$ cat src/rtl/gpio_mmio_ctrl.sv
// Memory-mapped GPIO peripheral: synchronised and debounced inputs with sticky
// rising-edge status and a maskable interrupt, plus a writable output register.
module gpio_mmio_ctrl #(
    parameter int IN_W       = 8,
    parameter int OUT_W      = 8,
    parameter int DEB_CYCLES = 4
) (
    input  logic              clk,
    input  logic              rst,
    input  logic [IN_W-1:0]   GPIO_i,
    output logic [OUT_W-1:0]  GPIO_o,
    input  logic [3:0]        addr,
    input  logic              we,
    input  logic              re,
    input  logic [31:0]       wdata,
    output logic [31:0]       rdata,
    output logic              rvalid,
    output logic              irq
);

    localparam int CW = $clog2(DEB_CYCLES + 1);
    localparam logic [CW-1:0] CNT_LAST = CW'(DEB_CYCLES - 1);

    localparam logic [3:0] ADDR_DATA_IN  = 4'h0;
    localparam logic [3:0] ADDR_DATA_OUT = 4'h4;
    localparam logic [3:0] ADDR_STATUS   = 4'h8;
    localparam logic [3:0] ADDR_EN       = 4'hC;

    logic [IN_W-1:0]  sync1;
    logic [IN_W-1:0]  sync2;
    logic [IN_W-1:0]  deb;
    logic [IN_W-1:0]  deb_next;
    logic [CW-1:0]    cnt      [IN_W];
    logic [CW-1:0]    cnt_next [IN_W];
    logic [IN_W-1:0]  rise;
    logic [IN_W-1:0]  edge_status;
    logic [IN_W-1:0]  edge_en;
    logic [IN_W-1:0]  clr_mask;
    logic [OUT_W-1:0] data_out;
    logic [31:0]      rd_mux;
    logic             wr_out;
    logic             wr_status;
    logic             wr_en;
    logic             unused_wdata;

    assign unused_wdata = ^wdata;

    always_ff @(posedge clk or negedge rst) begin
        if (!rst) begin
            sync1 <= '0;
            sync2 <= '0;
        end else begin
            sync1 <= GPIO_i;
            sync2 <= sync1;
        end
    end

    // A bit is accepted only after DEB_CYCLES consecutive disagreeing samples;
    // any sample matching the accepted value throws away the partial count.
    always_comb begin
        deb_next = deb;
        for (int i = 0; i < IN_W; i++) begin
            cnt_next[i] = cnt[i];
            if (sync2[i] == deb[i]) begin
                cnt_next[i] = '0;
            end else if (cnt[i] == CNT_LAST) begin
                deb_next[i] = sync2[i];
                cnt_next[i] = '0;
            end else begin
                cnt_next[i] = cnt[i] + CW'(1);
            end
        end
    end

    always_ff @(posedge clk or negedge rst) begin
        if (!rst) begin
            deb <= '0;
            for (int i = 0; i < IN_W; i++) begin
                cnt[i] <= '0;
            end
        end else begin
            deb <= deb_next;
            for (int i = 0; i < IN_W; i++) begin
                cnt[i] <= cnt_next[i];
            end
        end
    end

    assign rise      = deb_next & ~deb;
    assign wr_out    = we && (addr == ADDR_DATA_OUT);
    assign wr_status = we && (addr == ADDR_STATUS);
    assign wr_en     = we && (addr == ADDR_EN);
    assign clr_mask  = wr_status ? wdata[IN_W-1:0] : '0;

    // New rising edges are ORed in after the W1C clear so a coincident set wins.
    always_ff @(posedge clk or negedge rst) begin
        if (!rst) begin
            data_out    <= '0;
            edge_status <= '0;
            edge_en     <= '0;
            irq         <= 1'b0;
        end else begin
            if (wr_out) begin
                data_out <= wdata[OUT_W-1:0];
            end
            if (wr_en) begin
                edge_en <= wdata[IN_W-1:0];
            end
            edge_status <= (edge_status & ~clr_mask) | rise;
            irq         <= |(edge_status & edge_en);
        end
    end

    assign GPIO_o = data_out;

    always_comb begin
        rd_mux = '0;
        case (addr)
            ADDR_DATA_IN:  rd_mux[IN_W-1:0]  = deb;
            ADDR_DATA_OUT: rd_mux[OUT_W-1:0] = data_out;
            ADDR_STATUS:   rd_mux[IN_W-1:0]  = edge_status;
            ADDR_EN:       rd_mux[IN_W-1:0]  = edge_en;
            default:       rd_mux            = '0;
        endcase
    end

    // Read data is sampled from pre-edge register values, so a same-cycle
    // write to the same address is not visible until the following read.
    always_ff @(posedge clk or negedge rst) begin
        if (!rst) begin
            rdata  <= '0;
            rvalid <= 1'b0;
        end else begin
            rvalid <= re;
            if (re) begin
                rdata <= rd_mux;
            end
        end
    end

endmodule

$ cat config.mk
export PLATFORM = sky130hd
export DESIGN_NAME = gpio_mmio_ctrl
export DESIGN_NICKNAME = d
export VERILOG_FILES = /design/src/rtl/gpio_mmio_ctrl.sv
export SDC_FILE = /design/constraint.sdc
export NUM_CORES = 1
export LEC_CHECK = 0
export CORE_ASPECT_RATIO = 0.6
export CORE_UTILIZATION = 37
export DETAILED_ROUTE_END_ITERATION = 12
export GPL_TIMING_DRIVEN = 0
export PLACE_DENSITY = 0.66
export SLEW_MARGIN = 15
export SYNTH_ARGS = -nofsm -noshare
export SYNTH_HDL_FRONTEND = slang
export SYNTH_SLANG_ARGS = --single-unit
$ cat constraint.sdc
create_clock -name clk -period 1.15 [get_ports clk]
set_input_delay 0.23 -clock clk [delete_from_list [all_inputs] [get_ports clk]]
set_output_delay 0.23 -clock clk [all_outputs]
set_load 0.005 [all_outputs]
==> impl_results.md <==
* Core area at 9360 sq um
* Initial Util at 38.9%
* GRT Total Usage at 15.0%
* Sequential cell area fraction in the yosys report at 56.3%
* CTS tree: built
* Fmax at 877 MHz
* FFs w/ async S/R, synth at 100%
* Routability-driven placement congestion ratio at 0.715
* Crit path max fanout at 2
* IO buf count at 40
* Data arrival time of the critical path at 1.36 ns
* Inst Count DP at 461
* CTS Buf Count at 9
* Final WS setup at 0.00916 ns
* FF/Latch Area at 2050 sq um
* Clock Skews at 0.00453 ns
* Final setup fails at 0
* Pins Over Slew Limit at 0
* Startpoint class of the critical path: flip-flop
* Post-synthesis cell area at 3640 sq um
* H-Tree Depth at 3
* DIE AREA at 10300 sq um
* Max VDD drop at 934 uV
* Detailed Place HPWL at 4630 microns
* Cell Pwr Density at 1830 nW/um^2
* CTS root buffer: clkbuf_16
* Post-DRT Antenna Nets at 0
* DRC Markers at 0
* Syn_area_per_cell at 13.7 sq um
* Die Wd at 130 microns
* Vias in the first global route at 2217
* Grt ovf at 0
* Clk Latency, worst-skew pair at 0.34 ns
* Worst-case clock buffer depth at 2
* Synth Register Bits at 82
* Worst Path Required at 1.37 ns
* RSZ-0062 raised after global routing: true
* Post-route insts no fill at 499
* Syn Inst Count at 267
* Cell Area, Placed at 4320 sq um
* Diode count at 0
* Largest net degree at the start of global routing at 60
* Most used DFF post-synth: dfrtp_1
* Most frequent cell after synthesis: dfrtp_1
* Final instance area at 4830 sq um
* Fin crit share at 99.2%
* Place WS at -0.884 ns
* Tightest Hold Check Type: in -> reg
* Total number of vias at 2212
* Sink Count at 82
* Worst hold slack at 0.154 ns
* Top Ports at 90
* Initial DRC count at 119
* YS warnings at 0
* First-pass GRT wire length at 11100 microns
* DR pass1 iterations at 4
* Die Height at 78.9 microns
* Critical path type: reg -> reg
* Post-synth top area share at 56.3%
* Share of post-route cells with drive strength above 1 at 40.4%
* Avg Vias per Cell at 4.43
* Core Rows at 27
* Status: completed
* Total Wirelength at 6940 microns
* Post-synth top area cell: dfrtp_1
* Min cycle time layout at 1.14 ns
* Synth top area cells: dfrtp_1, mux2_4, buf_4
* Synth top cells by count: dfrtp_1, buf_4, nor3b_1
* Fillers at 829
* Layout Nets at 420
* P_leak at 2.22 nW
* Synth cell types at 26
* Combined area of the multi-input logic cells at 1530 sq um
* Number of synthesized flops with an enable pin at 0
* WL per Instance at 13.9 microns
* Final hold vios at 0
* Area Overhead vs Synth at 32.4%
* Worst-path clk slew at 0.06 ns
* Max-capacitance violation count at 0
* Element type at the critical path end: flip-flop
* Initial antenna violation count at 0
## cells in the final DEF, fill, tap and decap left out, types with 2 or more instances in the layout
| master | n |
|---|---|
| dfrtp_1 | 81 |
| buf_4 | 44 |
| conb_1 | 24 |
| nor3b_1 | 19 |
| mux2_4 | 19 |
| buf_2 | 18 |
| clkdlybuf4s50_1 | 16 |
| inv_1 | 13 |
| mux2_2 | 12 |
| nor2b_1 | 11 |
| mux2_1 | 9 |
| clkbuf_16 | 9 |
| nand2b_4 | 8 |
| xnor2_1 | 8 |
| a211o_1 | 8 |
| o21ai_1 | 8 |
| ha_2 | 8 |
| buf_6 | 6 |
| a22oi_1 | 6 |
| a22oi_2 | 6 |
| nor3_1 | 5 |
| clkbuf_8 | 5 |
| clkbuf_2 | 4 |
| nand2b_1 | 3 |
| nor2_1 | 3 |
| nor3b_2 | 2 |
## metrics by stage
| step | setup TNS [ns] | utilization, % | total power [mW] |
|---|---|---|---|
| floorplan | 0 | - | 5.08 |
| global placement | -271.58 | 45.9 | 5.66 |
| detailed placement | -20.98 | 46.2 | 5.77 |
| CTS | -0.00332 | 51.0 | 8.84 |
| global route | -0.124 | 51.6 | 9.38 |
| finish | 0 | 51.6 | 8.84 |
## area by class of cell
cell class / instances / share of cell area, %
repair buffers: 63 / 10.3
well taps: 130 / 3.37
inverters: 13 / 1.01
clock inverters: 1 / 0.104
plain buffers: 29 / 4.77
clock buffers: 15 / 6.17
multi-input cells: 166 / 31.8
flip-flops and latches: 82 / 42.5
## registers in the layout, summed over array words and instances (netlist names)
signal and count:
rdata 8, sync1 8, cnt 24, rvalid 1, edge_en 8, GPIO_o 8
sync2 8, irq 1, edge_status 8, deb 8
## layer usage
metal | global-route usage, % | part of all wire, %
met4 | 5.58 | 1.4
met1 | 20.4 | 48
met2 | 21.4 | 44
met5 | 0 | 0
met3 | 5.80 | 6.5
## path summary, 6_finish.rpt
check | startpoint | to | slack (ns) | cells after the start
hold / removal | re | rvalid | 0.15 | 1
max in group asynchronous | rst | rdata[5] | 0.22 | 3
setup reg to reg | GPIO_o[6] | rdata[6] | 0.009 | 4
min in group asynchronous | rst | sync1[2] | 0.34 | 2
setup / recovery | GPIO_o[6] | rdata[6] | 0.009 | 4
hold reg to reg | sync1[0] | sync2[0] | 0.35 | 0
## cell families after synthesis
logic type,after synthesis,share of synthesized area [%]
AOI/OAI and AO/OA,28,5.49
xor gates and xnor gates,8,1.92
adders and majority gates,8,2.75
buffers and inverters,42,7.66
DFF,82,56.3
muxes,40,14.1
other,1,0.103
and+or+nand+nor,58,11.7
## report_power, final
part           leakage [nW]  total (mW)  internal, mW  switching (mW)
logic                  1.07        2.17          1.32           0.853
registers             0.996        3.86          3.46           0.396
clock network         0.152        2.81          1.75            1.06
total                  2.22        8.84          6.54            2.31
## repair_timing
| action | 4_1_cts | 5_1_grt |
|---|---|---|
| gates cloned | 0 | 0 |
| resized for setup | 99 | 15 |
| hold endpoints to repair | 23 | 0 |
| setup endpoints to repair | 58 | 37 |
| setup buffers | 17 | 5 |
| pin swaps | 6 | 6 |
| hold buffers | 1 | 0 |
## worst max-delay path: stages (launching register included)
cell	delay, ns
dfrtp_1	0.41
buf_6	0.13
mux2_4	0.25
a22oi_2	0.15
o21ai_1	0.08
(Power assumes the default switching activity.)
